===== src/rtl/x_pcie_rx_gear_align.sv =====
// x_pcie_rx_gear_align: packs CTC byte stream into COM-aligned 16-bit PIPE words
module x_pcie_rx_gear_align #(
  parameter logic [7:0] COM_BYTE   = 8'hBC,
  parameter bit         REALIGN_EN = 1'b1,
  parameter int         ERR_CNT_W  = 8
) (
  input  logic                 clk,
  input  logic                 rst_n,
  input  logic                 byte_en,
  input  logic [7:0]           data_in,
  input  logic                 kcntl_in,
  input  logic [2:0]           status_in,
  input  logic                 lanesync_in,
  output logic [15:0]          word_data,
  output logic [1:0]           word_kcntl,
  output logic [5:0]           word_status,
  output logic                 word_valid,
  output logic                 gear_locked,
  output logic                 realign_pulse,
  output logic [ERR_CNT_W-1:0] realign_cnt
);
  typedef enum logic [1:0] {IDLE, HUNT, LOCKED} state_t;
  state_t      r_state, w_nstate;
  logic        r_phase, w_nphase;
  logic [11:0] r_hold, w_nhold;
  logic        w_emit, w_pulse, w_inc;
  logic        w_acc, w_com;
  logic [11:0] w_in;
  assign w_acc = byte_en && lanesync_in;
  assign w_com = w_acc && kcntl_in && (data_in == COM_BYTE);
  assign w_in  = {status_in, kcntl_in, data_in};
  // next state: lane-sync loss wins, then hunt for COM, then pair bytes with odd-phase COM handling
  always_comb begin
    w_nstate = r_state;
    w_nphase = r_phase;
    w_nhold  = r_hold;
    w_emit   = 1'b0;
    w_pulse  = 1'b0;
    w_inc    = 1'b0;
    if (!lanesync_in) begin
      w_nstate = IDLE;
      w_nphase = 1'b0;
      w_nhold  = '0;
    end else begin
      case (r_state)
        IDLE: w_nstate = HUNT;
        HUNT: if (w_com) begin
          w_nhold  = w_in;
          w_nphase = 1'b1;
          w_nstate = LOCKED;
        end
        LOCKED: if (w_acc) begin
          if (!r_phase) begin
            w_nhold  = w_in;
            w_nphase = 1'b1;
          end else begin
            w_inc = w_com;
            if (w_com && REALIGN_EN) begin
              w_nhold  = w_in;
              w_pulse  = 1'b1;
            end else begin
              w_emit   = 1'b1;
              w_nphase = 1'b0;
            end
          end
        end
        default: w_nstate = IDLE;
      endcase
    end
  end
  // state, holding register and registered word/status outputs
  always_ff @(posedge clk) begin
    if (!rst_n) begin
      r_state       <= IDLE;
      r_phase       <= 1'b0;
      r_hold        <= '0;
      word_data     <= '0;
      word_kcntl    <= '0;
      word_status   <= '0;
      word_valid    <= 1'b0;
      gear_locked   <= 1'b0;
      realign_pulse <= 1'b0;
      realign_cnt   <= '0;
    end else begin
      r_state       <= w_nstate;
      r_phase       <= w_nphase;
      r_hold        <= w_nhold;
      word_valid    <= w_emit;
      gear_locked   <= (r_state == LOCKED);
      realign_pulse <= w_pulse;
      if (w_emit) begin
        word_data   <= {data_in, r_hold[7:0]};
        word_kcntl  <= {kcntl_in, r_hold[8]};
        word_status <= {status_in, r_hold[11:9]};
      end
      if (w_inc && !(&realign_cnt))
        realign_cnt <= realign_cnt + ERR_CNT_W'(1);
    end
  end
endmodule


===== config.mk =====
export PLATFORM = sky130hd
export DESIGN_NAME = x_pcie_rx_gear_align
export DESIGN_NICKNAME = d
export VERILOG_FILES = /design/src/rtl/x_pcie_rx_gear_align.sv
export SDC_FILE = /design/constraint.sdc
export NUM_CORES = 1
export LEC_CHECK = 0
export BUFFER_PORTS_ARGS = -buffer_cell sky130_fd_sc_hd__buf_2
export CAP_MARGIN = 40
export CORE_MARGIN = 5
export CORE_UTILIZATION = 30
export CTS_BUF_LIST = sky130_fd_sc_hd__clkbuf_8
export DETAILED_ROUTE_END_ITERATION = 10
export GPL_TIMING_DRIVEN = 0
export HOLD_SLACK_MARGIN = 0.12
export RECOVER_POWER = 50
export SLEW_MARGIN = 30
export SYNTH_ARGS = -nofsm -noshare
export SYNTH_HDL_FRONTEND = slang
export SYNTH_SLANG_ARGS = --single-unit

===== constraint.sdc =====
create_clock -name clk -period 2.18 [get_ports clk]
set_clock_uncertainty 0.2 [all_clocks]
set_input_delay 0.218 -clock clk [delete_from_list [all_inputs] [get_ports clk]]
set_output_delay 0.218 -clock clk [all_outputs]
set_load 0.1 [all_outputs]

; After elaboration in Yosys (flattened, before gate mapping)
; Cells that the tools add are included.
[word_totals]
ff_bits = 50
input_bits = 16
word_cells = 50
[op_classes]
addsub = 1
n_eq_ne = 5
n_mux = 20
bitwise = 1
n_reduce_logical = 13
[op_table]
columns = operator, count
row1 = 12-bit 2-to-1 mux, 3
row2 = 12-bit case mux with 2 select lines, 1
row3 = 1-bit 2-to-1 mux, 13
row4 = 8-bit by 1-bit adder with 8-bit output (second input constant), 1
row5 = 8-bit == test (second input constant), 1
row6 = 8-bit AND reduction, 1
row7 = 2-bit case mux with 3 select lines, 1
row8 = 2-bit AND reduction, 3
row9 = 5-bit AND reduction, 1
row10 = 1-bit logical AND, 4
row11 = 2-bit != test (second input constant), 2
row12 = 3-bit AND reduction, 1
row13 = 2-bit by 1-bit == test with 1-bit output (second input constant), 1
row14 = 2-bit == test (second input constant), 1
row15 = 2-bit logical NOT, 1
row16 = 2-bit 2-to-1 mux, 1
row17 = 1-bit case mux with 2 select lines, 1
row18 = 2-bit nonzero test, 1
row19 = 1-bit logical NOT, 1
row20 = 1-bit inverter, 1

; Logic depth before layout (Yosys ltp)
; Gate-level depths: netlist of run 1.
[logic_depth]
depth_word = 8
mapped_depth = 6

; Least setup slack after synthesis of run 1
; No wires, ideal clock.
[synth_timing]
path_kind = register to register
startpoint = register realign_cnt[2]
endpoint = register realign_cnt[7]
arrival_ns = 2.129
setup_slack_ns = -0.219
stages_incl_launch_ff = 5
n_path_buf = 0
period_less_slack_ns = 2.399
path_cell_list = dfxtp_1 -> and4_1 -> nand4_1 -> or4_1 -> a21oi_1
[synth_between]
elab_chain_cells = 3
elab_cells_between_ends = 4
classes_between = 1 x add/sub / 3 x reduce/logical
[synth_rtl]
columns = element, line_no
row1 = from (decl), 20  ; output logic [ERR_CNT_W-1:0] realign_cnt
row2 = from (signal assigned), 97  ; realign_cnt <= realign_cnt + ERR_CNT_W'(1);
row3 = branches (longest 3 deep; another with 8-bit by 1-bit adder with 8-bit output), -
; Parallel ways; which one is timed is not known.
; A chain may end at the register's enable or synchronous reset.

; Worst setup path after layout of run 1
[layout_timing]
startpoint = register r_phase
endpoint = register realign_cnt[3]
[layout_between]
elab_chain_cells = 5
[layout_rtl]
columns = element, line_no
row1 = from (decl), 24  ; logic r_phase, w_nphase;
row2 = from (signal assigned), 86  ; r_phase <= w_nphase;
row3 = 1-bit 2-to-1 mux, 53  ; if (!r_phase) begin
row4 = 1-bit 2-to-1 mux, 52  ; LOCKED: if (w_acc) begin
row5 = 1-bit 2-to-1 mux, 45  ; case (r_state)
row6 = 1-bit 2-to-1 mux, 40  ; if (!lanesync_in) begin
row7 = 1-bit logical AND, 96  ; if (w_inc && !(&realign_cnt))
; Every way passes these cells.

==> results of run 1 <==
## power by group through the flow
stage	registers, mW	logic, mW	clock network [mW]
final	0.915	0.0910	0.782
after global routing	0.915	0.100	0.829
after detailed placement	0.936	0.0710	0
after floorplan	0.936	0.0348	0
after CTS	0.915	0.0921	0.799
after global placement	0.936	0.0709	0
## worst min-delay path, stage by stage
cell,delay [ns]
buf_2,0.12
nand2_1,0.07
nor4_1,0.08
nand3_1,0.08
a21oi_1,0.06
## state kept, by name (all words and copies together), names as in the netlist
signal,flops
word_data,16
gear_locked,1
r_state,2
word_valid,1
word_status,6
realign_pulse,1
realign_cnt,8
r_phase,1
word_kcntl,2
r_hold,12
## how the worst max path moves through the flow
stage	cells after the start	slack, ns	startpoint	to
after floorplan	4	0.06	realign_cnt[7]	realign_cnt[5]
after global placement	6	-0.15	data_in[0]	realign_cnt[5]
after detailed placement	6	-0.15	data_in[0]	realign_cnt[5]
after CTS	5	0.12	r_state[0]	realign_cnt[5]
after global routing	4	0.02	r_state[0]	realign_cnt[3]
final	4	0.10	r_phase	realign_cnt[3]
## stage by stage
step                TNS (ns)  util, %
floorplan                  0        -
global placement       -1.66     36.4
detailed placement     -1.60     36.4
CTS                        0     40.6
global route               0     40.6
finish                     0     40.6
## cell type report
| cell class | count | area, um^2 |
|---|---|---|
| plain buffers | 15 | 75.1 |
| inverters | 3 | 11.3 |
| clock buffers | 5 | 68.8 |
| repair buffers | 64 | 379 |
| well taps | 96 | 120 |
| clock inverters | 3 | 68.8 |
| fillers | 683 | 4040 |
| flip-flops and latches | 50 | 1010 |
| multi-input cells | 166 | 1020 |
## metal layers
metal  global-route usage, %  vias to the layer above  routed length (um)
met5                       0                        -                   0
met4                    4.21                        0                  90
met3                    3.94                        9                 387
met2                    18.5                       53                2280
met1                    17.1                      833                2470
li1                        -                      944                   -
## timing repair
| item | in CTS | in global routing |
|---|---|---|
| endpoints found under the setup margin | 1 | 1 |
| hold buffers | 14 | 0 |
| pin swaps | 1 | 0 |
| gates resized for setup | 1 | 1 |
| endpoints found under the hold margin | 28 | 0 |
## cell usage after synthesis (all sizes together)
cell type   n
o211ai      1
buf         5
mux2i      35
nand2b      2
a21oi       6
nor2        3
a311oi      1
nor4        2
o31ai       5
nand2      76
and3        1
dfxtp      50
o21ba       1
inv         3
xnor2       1
nor4b       1
clkbuf     10
o221a       1
nand3       6
nor3        2
o21ai       3
nand4b      2
or2         1
or3b        1
and4        3
nand4       1
a211oi      1
ha          1
or3         1
and2        2
or4         6
## kinds of logic (layout without fill, tap and decap cells)
group                      Yosys count  after routing
buffers and inverters               18             90
DFF                                 50             50
muxes                               35             35
and+or+nand+nor                    110            110
AOI/OAI and AO/OA                   19             19
adders and majority gates            1              1
xor gates and xnor gates             1              1
==> results.toml, run 1 <==
[run_status]
status = "completed"

[place]
place_area_mm2 = 0.00247
io_buffers = 50
place_hpwl_um = 3710
pre_cts_ws_ns = -0.155
numPlacedInstances = 380
gp_congestion = 0.817

[clock_network]
insertion_delay_ns = 0.30
cts_max_path_buffers = 2
tritoncts = "done"
numCtsBuffers = 5
cts_root_buffer = "clkbuf_8"
clk_pin_slew_ns = 0.10
cts_setup_buffers = 0
clock-sinks = 50
h-tree-depth = 2

[cells_and_area]
fin_cells = 402
layout.cells.most_common = "nand2_1"
final_area_mm2 = 0.00276
drive_gt1_share_pct = 21.2
num_antenna_cells = 0
syn2layout_area_growth_pct = 31.5
final_cell_mix = "nand2_1, dfxtp_1, mux2i_1"
fin_nets = 322

[timing]
fin_crit_ns = 2.08
slew_violations = 0
relSlewSlack_pct = 21.1
fin_ws_ns = 0.105
fmax_ghz = 0.482
report.final.hold_viol_count = 0
rsz0062_at_grt = "false"
period_share_pct = 95.2
setup_viol = 0
worst_pin_slew_ns = 1.19
timing.hold.ws_ns = 0.172

[setup_path]
rr_worst_depth = 4
path_cells = "nand3_1 > or4_4 > or4_1 > a21oi_1"
crit_required_ns = 2.21
crit_path_start_kind = "register"
crit_fanout = 6
slowest_stage = "or4_4"
reg2reg_setup_slack_ns = 0.10
path_buf_inv = 0
r2r-end = "realign_cnt[3]"
critPathMaxStageDelay_ns = 0.59
crit_type = "register to register"
r2r-start = "r_phase"
crit_arrival_ns = 2.11
cpLargestDelayFamily = "simple AND/OR/NAND/NOR gates"
endpoint_kind = "register"

[synthesis]
synth_mux_area_share_pct = 16.7
synth_xor_area_share_pct = 0.418
netlist_instances = 234
avgSynthCellArea_um2 = 8.96
synth_cell_types = 34
syn-num-nets = 251
synth_top_area_share_pct = 47.8
yosys_register_bits = 50
synth_warnings = 0
synth_largest_area_cell = "dfxtp_1"
synthSimpleGateAreaFrac_pct = 24.3
synth_compound_area_share_pct = 6.09
ys_seq_area_share_pct = 47.8
yosys-top-cells-area = "dfxtp_1, mux2i_1, nand2_1, clkbuf_1, o31ai_1"
syn_area_mm2 = 0.00210
synth_top_family_by_area = "simple AND/OR/NAND/NOR gates"
synthAdderAreaFrac_pct = 0.597

[pwr]
switchingPower_mw = 0.376
pwr-share-seq_pct = 51.2
internal-power_mw = 1.41
peakVddDrop_mv = 0.462
swShare_pct = 21.1
p_clk_share_pct = 43.7
p_comb_share_pct = 5.1
p_leak_nw = 0.985
power.density_mw_per_mm2 = 649
finalPower_mw = 1.79

[floorplanning]
placementRows = 30
start_util_pct = 30.8
die-area_mm2 = 0.00876
pin_count = 51
die_w_um = 93.6
core_mm2 = 0.00679
die_height_um = 93.6

[min_path]
hold_start = "data_in[3]"
hp-class = "input port to register"
holdPathEnd = "r_state[1]"
hold_depth = 5

[drt]
drc = 0
drt_wl_total_um = 5230
dr_total_vias = 1839
via_per_inst = 4.57
firstDrtPassIters = 4
wire_per_inst_um = 13.0
drt_iter0_markers = 106
ant_nets = 0

[grt]
antenna_found_initial = 0
grt_pass1_wl_um = 8690
grt_pass1_vias = 1766
grt_max_degree = 17
track_usage_pct = 12.5
overflow = 0

[flow_run]
cap_violations = 0
Power figures use the tool's default switching activity.
==> run 2: changes to the inputs <==
- ABC_AREA: unset -> 1
- SETUP_SLACK_MARGIN: unset -> 0.1
==> run 2 against run 1 <==
Net effect: sequential power barely moved; die area is 1.4% lower; sequential share of layout area grew 1.8 points; via count increased by 4.0%; highest routed layer unchanged; total power fell by 14%; wire length down 1.8%; largest power group unchanged; combinational power shrank 5.8%; register-to-register slack improved by 0.19 ns; largest cell class is now registers; utilization is 1.7 points lower.
==> results.toml, run 2 <==
[setup_path]
cpLargestDelayFamily = "buffers and inverters"
cp-endpoint = "word_data[11]"
r2r-start = "realign_cnt[0]"
endpoint_kind = "output pin"
crit_type = "register to output pin"
r2r-end = "realign_cnt[0]"
path_cells = "buf_1"
crit_path_start_kind = "register"
crit_fanout = 2
startpoint = "word_data[11]"
critPathMaxStageDelay_ns = 0.86
path_buf_inv = 1
crit_required_ns = 1.76
rr_worst_depth = 7
critical_path_depth = 1
slowest_stage = "buf_1"
reg2reg_setup_slack_ns = 0.29
crit_arrival_ns = 1.52

[cells_and_area]
final_cell_mix = "dfxtp_1, inv_1, a21oi_1"
final_area_mm2 = 0.00262
layout.cells.most_common = "dfxtp_1"
syn2layout_area_growth_pct = 27.2
largest_registers = "word_data: 16 flops, r_hold: 12 flops, realign_cnt: 8 flops"
num_antenna_cells = 0
top_register = "word_data"
drive_gt1_share_pct = 20.1
largest_reg_flops = 16
fin_cells = 424
fin_nets = 360
fill_cells = 732

[grt]
grt_max_degree = 16
track_usage_pct = 12.4
grt_pass1_vias = 1846
overflow = 0
antenna_found_initial = 0
grt_pass1_wl_um = 8560

[clock_network]
clock-sinks = 50
numCtsBuffers = 5
cts_max_path_buffers = 2
clk_pin_slew_ns = 0.09
cts_root_buffer = "clkbuf_8"
tritoncts = "done"
cts_setup_buffers = 0
h-tree-depth = 2
insertion_delay_ns = 0.30

[synthesis]
syn_area_mm2 = 0.00206
ys_top_cells_by_count = "dfxtp_1, a21oi_1, inv_1"
synth_cell_types = 27
async_reset_ff_share_pct = 0
yosys_register_bits = 50
yosys-top-cells-area = "dfxtp_1, a21oi_1, inv_1, nand2_1, o21ai_0"
avgSynthCellArea_um2 = 7.53
synth.most_common_cell = "dfxtp_1"
ys.flop_type = "dfxtp_1"
synth_top_area_share_pct = 48.5
synth_largest_area_cell = "dfxtp_1"
ys_seq_area_share_pct = 48.5
synth_warnings = 0
syn-num-nets = 291
synth-edff-count = 0
netlist_instances = 274

[place]
place_hpwl_um = 3750
pre_cts_ws_ns = 0.319
numPlacedInstances = 403
io_buffers = 49
place_area_mm2 = 0.00241
gp_congestion = 0.763

[drt]
via_per_inst = 4.51
ant_nets = 0
dr_total_vias = 1912
drt_iter0_markers = 86
drt_wl_total_um = 5140
wire_per_inst_um = 12.1
firstDrtPassIters = 4
drc = 0

[timing]
relSlewSlack_pct = 22.1
slew_violations = 0
rsz0062_at_grt = "false"
tns_ns = 0
timing.hold.ws_ns = 0.131
worst_pin_slew_ns = 1.17
setup_viol = 0
report.final.hold_viol_count = 0
fin_crit_ns = 1.94
fin_ws_ns = 0.243
fmax_ghz = 0.516
period_share_pct = 88.9

[floorplanning]
die-area_mm2 = 0.00864
die_w_um = 92.9
placementRows = 30
pin_count = 51
start_util_pct = 30.5
core_mm2 = 0.00676
die_height_um = 92.9

[pwr]
power.density_mw_per_mm2 = 583
peakVddDrop_mv = 0.386
p_leak_nw = 1.04

[min_path]
hp-class = "input port to register"

[flow_run]
cap_violations = 0

[run_status]
status = "completed"
## run 2: layout make-up
| cell class | count | area, um^2 | area share (%) |
|---|---|---|---|
| well taps | 80 | 100 | 3.81 |
| clock buffers | 5 | 68.8 | 2.62 |
| clock inverters | 3 | 17.5 | 0.668 |
| inverters | 43 | 161 | 6.15 |
| multi-input cells | 171 | 852 | 32.5 |
| flip-flops and latches | 50 | 1010 | 38.4 |
| plain buffers | 10 | 55.1 | 2.10 |
| repair buffers | 62 | 362 | 13.8 |
## run 2: power breakdown
| part | internal (mW) | switching [mW] |
|---|---|---|
| sequential | 0.913 | 0.00102 |
| combinational | 0.0366 | 0.0491 |
| clock | 0.222 | 0.306 |
| total | 1.17 | 0.356 |
## run 2: logic make-up after synthesis
group	count (synthesis)	synth area share, %
simple gates	90	19.6
xor+xnor	4	1.70
compound gates	76	19.2
buf+inv	53	10.3
flops	50	48.5
fa+ha+maj	1	0.606
## run 2: worst min path at each step
| stage | endpoint | depth (start not counted) | slack (ns) | startpoint |
|---|---|---|---|---|
| 2_1_floorplan | r_hold[0] | 2 | 0.15 | data_in[0] |
| 3_3_place_gp | word_data[5] | 2 | 0.23 | word_data[5] |
| 3_5_place_dp | word_data[14] | 2 | 0.23 | word_data[14] |
| 4_1_cts | word_data[6] | 3 | 0.14 | rst_n |
| 5_1_grt | word_data[8] | 3 | 0.17 | rst_n |
| 6_report | word_data[6] | 3 | 0.13 | rst_n |
## run 2: per-stage QoR
step	power (mW)	util (%)
after detailed placement	1.00	35.7
after CTS	1.55	38.9
after global routing	1.58	38.8
after floorplan	0.971	-
final	1.53	38.8
after global placement	1.00	35.7
## run 2: repair_timing
action,CTS,global route
hold endpoints to repair,27,0
hold buffers,13,0
setup endpoints to repair,0,18
resized for setup,0,4
## run 2: per-layer routing
layer / vias up / track usage [%] / wire [um]
met4: 0 / 5.13 / 87
met2: 33 / 20.5 / 2410
met1: 857 / 15.3 / 2410
met5: - / 0 / 0
met3: 6 / 2.92 / 237
li1: 1016 / - / -
